===== config.mk =====
export PLATFORM = sky130hd
export DESIGN_NAME = seg_display_scanner
export DESIGN_NICKNAME = d
export VERILOG_FILES = /design/src/rtl/seg_display_pkg.sv /design/src/rtl/seg_display_scanner_prescaler.sv /design/src/rtl/seg_display_scanner.sv
export SDC_FILE = /design/constraint.sdc
export NUM_CORES = 1
export LEC_CHECK = 0
export CAP_MARGIN = 10
export CORE_AREA = 2 2 88 90
export CTS_CLUSTER_DIAMETER = 80
export CTS_CLUSTER_SIZE = 40
export DETAILED_ROUTE_END_ITERATION = 10
export DIE_AREA = 0 0 90 92
export GPL_ROUTABILITY_DRIVEN = 0
export HOLD_SLACK_MARGIN = 0.15
export PLACE_DENSITY = 0.7
export SYNTH_ARGS = -nofsm -noshare
export SYNTH_HDL_FRONTEND = slang
export SYNTH_SLANG_ARGS = --single-unit

===== constraint.sdc =====
create_clock -name CLK -period 2.3 [get_ports CLK]
set_input_delay 0.46 -clock CLK [delete_from_list [all_inputs] [get_ports CLK]]
set_output_delay 0.46 -clock CLK [all_outputs]
set_load 0.005 [all_outputs]

===== src/rtl/seg_display_pkg.sv =====
// Shared 7-segment display definitions: digit geometry, default refresh divisor and
// the double-buffered frame record used by the scan driver.
package seg_display_pkg;

  localparam int unsigned NUM_DIGITS      = 4;
  localparam int unsigned DIGIT_W         = 4;
  localparam int unsigned SEL_W           = 2;
  localparam int unsigned DEFAULT_CLK_DIV = 100000;

  typedef logic [SEL_W-1:0]   seg_sel_t;
  typedef logic [DIGIT_W-1:0] digit_t;

  typedef struct packed {
    logic [NUM_DIGITS*DIGIT_W-1:0] digits;
    logic [NUM_DIGITS-1:0]         dots;
  } frame_t;

  // Counter width for a divide-by-div prescaler; a divisor of 1 still needs one bit.
  function automatic int unsigned prescale_width(int unsigned div);
    return (div > 1) ? $clog2(div) : 1;
  endfunction

  function automatic digit_t frame_digit(frame_t f, seg_sel_t sel);
    return f.digits[sel*DIGIT_W +: DIGIT_W];
  endfunction

  function automatic logic frame_dot(frame_t f, seg_sel_t sel);
    return f.dots[sel];
  endfunction

endpackage


===== src/rtl/seg_display_scanner_prescaler.sv =====
// Refresh-rate prescaler: pulses TICK_OUT on the last enabled cycle of every CLK_DIV.
module refresh_prescaler
  import seg_display_pkg::*;
#(
  parameter int unsigned CLK_DIV = DEFAULT_CLK_DIV
) (
  input  logic CLK,
  input  logic RESET,
  input  logic ENABLE,
  output logic TICK_OUT
);

  localparam int unsigned    CntW   = prescale_width(CLK_DIV);
  localparam logic [CntW-1:0] CntMax = CntW'(CLK_DIV - 1);

  logic [CntW-1:0] count_q;
  logic [CntW-1:0] count_d;

  always_comb begin
    TICK_OUT = ENABLE && (count_q == CntMax);
    count_d  = count_q;
    if (ENABLE) begin
      count_d = TICK_OUT ? '0 : count_q + 1'b1;
    end
  end

  always_ff @(posedge CLK) begin
    if (RESET) begin
      count_q <= '0;
    end else begin
      count_q <= count_d;
    end
  end

endmodule


===== src/rtl/seg_display_scanner.sv =====
// Time-multiplexed 4-digit scan driver with double-buffered, tear-free frame updates.
module seg_display_scanner
  import seg_display_pkg::*;
#(
  parameter int unsigned CLK_DIV = DEFAULT_CLK_DIV
) (
  input  logic                          CLK,
  input  logic                          RESET,
  input  logic                          ENABLE,
  input  logic                          LOAD,
  input  logic [NUM_DIGITS*DIGIT_W-1:0] DIGITS_IN,
  input  logic [NUM_DIGITS-1:0]         DOTS_IN,
  output logic [SEL_W-1:0]              SEG_SELECT_OUT,
  output logic [DIGIT_W-1:0]            BIN_OUT,
  output logic                          DOT_OUT,
  output logic                          FRAME_TICK_OUT,
  output logic                          BUSY_OUT
);

  localparam seg_sel_t LastIdx = SEL_W'(NUM_DIGITS - 1);

  logic     tick;
  logic     wrap;
  seg_sel_t idx_q, idx_d;
  frame_t   pend_q, pend_d;
  frame_t   act_q, act_d;
  logic     pend_valid_q, pend_valid_d;
  seg_sel_t sel_q, sel_d;
  digit_t   bin_q, bin_d;
  logic     dot_q, dot_d;
  logic     frame_q, frame_d;

  refresh_prescaler #(
    .CLK_DIV (CLK_DIV)
  ) u_prescaler (
    .CLK      (CLK),
    .RESET    (RESET),
    .ENABLE   (ENABLE),
    .TICK_OUT (tick)
  );

  always_comb begin
    wrap         = tick && (idx_q == LastIdx);
    idx_d        = idx_q;
    pend_d       = pend_q;
    act_d        = act_q;
    pend_valid_d = pend_valid_q;
    sel_d        = sel_q;
    bin_d        = bin_q;
    dot_d        = dot_q;
    frame_d      = wrap;

    // Commit uses the pre-edge buffer, so a LOAD on the wrap edge lands in the next frame.
    if (wrap && pend_valid_q) begin
      act_d        = pend_q;
      pend_valid_d = 1'b0;
    end

    if (LOAD) begin
      pend_d       = '{digits: DIGITS_IN, dots: DOTS_IN};
      pend_valid_d = 1'b1;
    end

    // Index and data move together on the tick edge, from the post-commit frame.
    if (tick) begin
      idx_d = idx_q + 1'b1;
      sel_d = idx_d;
      bin_d = frame_digit(act_d, idx_d);
      dot_d = frame_dot(act_d, idx_d);
    end
  end

  always_ff @(posedge CLK) begin
    if (RESET) begin
      idx_q        <= '0;
      pend_q       <= '0;
      act_q        <= '0;
      pend_valid_q <= 1'b0;
      sel_q        <= '0;
      bin_q        <= '0;
      dot_q        <= 1'b0;
      frame_q      <= 1'b0;
    end else begin
      idx_q        <= idx_d;
      pend_q       <= pend_d;
      act_q        <= act_d;
      pend_valid_q <= pend_valid_d;
      sel_q        <= sel_d;
      bin_q        <= bin_d;
      dot_q        <= dot_d;
      frame_q      <= frame_d;
    end
  end

  always_comb begin
    SEG_SELECT_OUT = sel_q;
    BIN_OUT        = bin_q;
    DOT_OUT        = dot_q;
    FRAME_TICK_OUT = frame_q;
    BUSY_OUT       = pend_valid_q;
  end

endmodule


==> metrics.txt <==
syn_area_per_cell=8.709 sq um; via-per-instance ratio=4.927; DRC Markers=0; layout cells sized above 1=10.40%; Worst setup EP type=register; CTS clk-pin slew, worst paths=0.07 ns; number of resized instances in the post-cts repair step=0; gate count after technology mapping=330; cell types occupying the most area after synthesis=sky130_fd_sc_hd__dfxtp_1, sky130_fd_sc_hd__mux2i_1, sky130_fd_sc_hd__nand2_1; net switching power=0.0005292 W; Post-synth EDFFs=0; share of the clock period used by the worst path after layout=92.60%; routed wire length=6.200 mm; antenna diode count=0; total of hold buffers inserted after clock tree synthesis=0; HPWL Detailed=4.444 mm; main combinational cell family by area after synthesis=simple AND/OR/NAND/NOR gates; max-cap violations=0; Remaining Overflow, GRT=0; fin nets=396; crit path DAT=2.39 ns; max-slew violation total from the final report=0; internal power=0.001881 W; Post-Synth Adder-Cell Area=0.8707%; origin of the worst setup path=u_prescaler.count_q[11]; power per cell area=669.3 mW/mm^2; Synth Warn #=0; run status=finished, final reports clean; area fraction in compound gates after synthesis=9.795%; flip-flop cell with the highest count after synthesis=sky130_fd_sc_hd__dfxtp_1; Gate power share=5.2%; sequential group share of total power=49.3%; Critical Path Max Stage Delay=0.47 ns; startpoint of the worst register-to-register path=u_prescaler.count_q[11]; initial antenna violation count=0; Core Area=0.007447 sq mm; number of different library cells in the post-synthesis netlist=37; max-slew headroom at the worst pin=65.17%; H-tree Lvls=3; dominant delay contributor by cell family on the critical path=simple AND/OR/NAND/NOR gates; sequential element share of the synthesized area=45.97%; via count of the first global-routing pass=2257; XOR/XNOR Fraction of Synth Area=4.876%; Min-Delay Startpoint=act_q[17]; CTS tree=built; number of storage elements in the synthesis netlist=66; postcts setup bufs=0; peak clock frequency supported by timing=469.5 MHz; minimum period implied by the final worst setup slack=2.130 ns; part of the power in the clock network=45.5%; final total negative setup slack=0 ns; cell breakdown of the critical path=nor4_1, and2_1, and3_1, mux2_1, o31ai_1; Worst EP required=2.56 ns; launching element type of the critical path=register; root buffer selected by CTS=sky130_fd_sc_hd__clkbuf_8; Max FO, Critical Path=8; final core utilization=48.35%; number of buffer and inverter instances along the worst setup path=0; height of the die=92 um; clock buffer count from CTS=9; post-synthesis to final-layout area growth=25.29%; crit path kind=register to register; DIE WIDTH=90 um; clock insertion delay at the later pin of the skew report=0.35 ns; Pre-Repair DR Iteration Count=4; Commonest cells post-synth=sky130_fd_sc_hd__dfxtp_1, sky130_fd_sc_hd__nand2_1, sky130_fd_sc_hd__nor2_1, sky130_fd_sc_hd__mux2i_1, sky130_fd_sc_hd__a21oi_1; pin count of the biggest net entering global routing=30; Worst Hold Margin=0.4551 ns; share of synthesized area spent on multiplexers=11.62%; global-route wire length before repair=10.57 mm; Post-Synth Simple-Gate Area=23.55%; Placed Area=0.003373 sq mm; number of violations reported at the end of detailed-routing iteration 0=133; Leakage=1.354 nW; clock sink total=66; total number of placement rows=32; Routed wire per std cell=13.00 um; peak supply drop=541.7 uV; slew at the pin closest to its max-slew limit=0.5225 ns; area of all placed cells without fillers=0.003601 sq mm; input/output buffers=32; number of buffers on the longest clock path=2; starting density of the core=38.59%; setup repair after global routing missed its margin=false; slowest library cell on the worst path=sky130_fd_sc_hd__nor4_1; Sw Share=21.96%; Netlist Area Pre-Place=0.002874 sq mm; Cell Count, Final, Fillers Out=477; DR vias=2350; flop-to-flop setup slack=0.17 ns; Total GRT Usage=16.14%; final setup skew=0.01125 ns; placed insts=461; top cell type by total area after synthesis=sky130_fd_sc_hd__dfxtp_1; area of the die=0.008280 sq mm; remaining antenna violation count=0; Synth async-reset ratio=0%; final-report setup violation count=0; share of the synthesized area in the top cell type=45.97%; syn_nets=356; number of ports placed on the die boundary=33; Hold Fails Final Rpt=0; Hold WC Path Type=register to register; most common cell in the netlist=sky130_fd_sc_hd__dfxtp_1
metrics by stage:
step	worst slack, ns	power, W
2_1_floorplan	0.5124	0.001274
5_1_grt	0.02096	0.002494
4_1_cts	0.2115	0.002429
3_3_place_gp	0.01354	0.001338
3_5_place_dp	0.003410	0.001342
6_report	0.1702	0.002410
final timing paths:
| kind | to | cells after the start |
|---|---|---|
| max | DOT_OUT | 5 |
| min | act_q[17] | 2 |
| max reg2reg | DOT_OUT | 5 |
| min reg2reg | act_q[17] | 2 |
layout by cell type, fill, tap and decap left out, types with 3 or more instances in the layout:
cell type / count
sky130_fd_sc_hd__clkdlybuf4s50_1: 31
sky130_fd_sc_hd__o31ai_1: 4
sky130_fd_sc_hd__and3_1: 8
sky130_fd_sc_hd__a211oi_1: 4
sky130_fd_sc_hd__xnor2_1: 5
sky130_fd_sc_hd__nand3_1: 11
sky130_fd_sc_hd__nor2_1: 47
sky130_fd_sc_hd__and2_1: 6
sky130_fd_sc_hd__and4_1: 4
sky130_fd_sc_hd__nand2_1: 47
sky130_fd_sc_hd__a21oi_1: 27
sky130_fd_sc_hd__buf_4: 17
sky130_fd_sc_hd__xor2_1: 11
sky130_fd_sc_hd__nand3b_1: 6
sky130_fd_sc_hd__a22oi_1: 3
sky130_fd_sc_hd__mux2i_1: 30
sky130_fd_sc_hd__nand2b_1: 4
sky130_fd_sc_hd__dfxtp_1: 66
sky130_fd_sc_hd__nand4_1: 5
sky130_fd_sc_hd__clkbuf_8: 10
per-layer routing:
layer,vias to the layer above,wire [um],track usage (%)
li1,1210,-,-
met1,1087,2822,18.92
met2,43,2960,27.07
met3,10,302,5.588
met4,0,114,6.538
met5,-,0,0
flip-flops by register name, summed over array words and instances, names as in the netlist:
name / cells
DOT_OUT: 1
BIN_OUT: 4
act_q: 20
u_prescaler.count_q: 17
SEG_SELECT_OUT: 2
BUSY_OUT: 1
pend_q: 20
FRAME_TICK_OUT: 1
final cells by class:
class | count | area, sq um
fillers | 737 | 3846
multi-input cells | 242 | 1458
flip-flops and latches | 66 | 1321
repair buffers | 50 | 462.9
clock buffers | 10 | 137.6
well taps | 102 | 127.6
clock inverters | 6 | 90.09
inverters | 1 | 3.754
kinds of logic (layout without fill, tap and decap cells):
logic type                 count (synthesis)  count (layout)
and+or+nand+nor                          145             145
DFF                                       66              66
AOI/OAI and AO/OA                         46              46
muxes                                     33              33
buffers and inverters                     22              67
xor gates and xnor gates                  16              16
adders and majority gates                  2               2
power groups by stage:
stage / combinational (W) / clock, W / sequential (W)
final: 0.000126 / 0.00110 / 0.00119
after detailed placement: 0.000127 / 0 / 0.00122
after floorplan: 0.0000670 / 0 / 0.00121
after global placement: 0.000124 / 0 / 0.00121
after global routing: 0.000139 / 0.00116 / 0.00119
after CTS: 0.000127 / 0.00111 / 0.00119
tightest hold or removal path, cell delays in order (launching register included):
cell	delay [ns]
sky130_fd_sc_hd__dfxtp_1	0.31
sky130_fd_sc_hd__nand2_1	0.05
sky130_fd_sc_hd__a21oi_1	0.05
No activity file was read; power rests on OpenSTA's default activity.
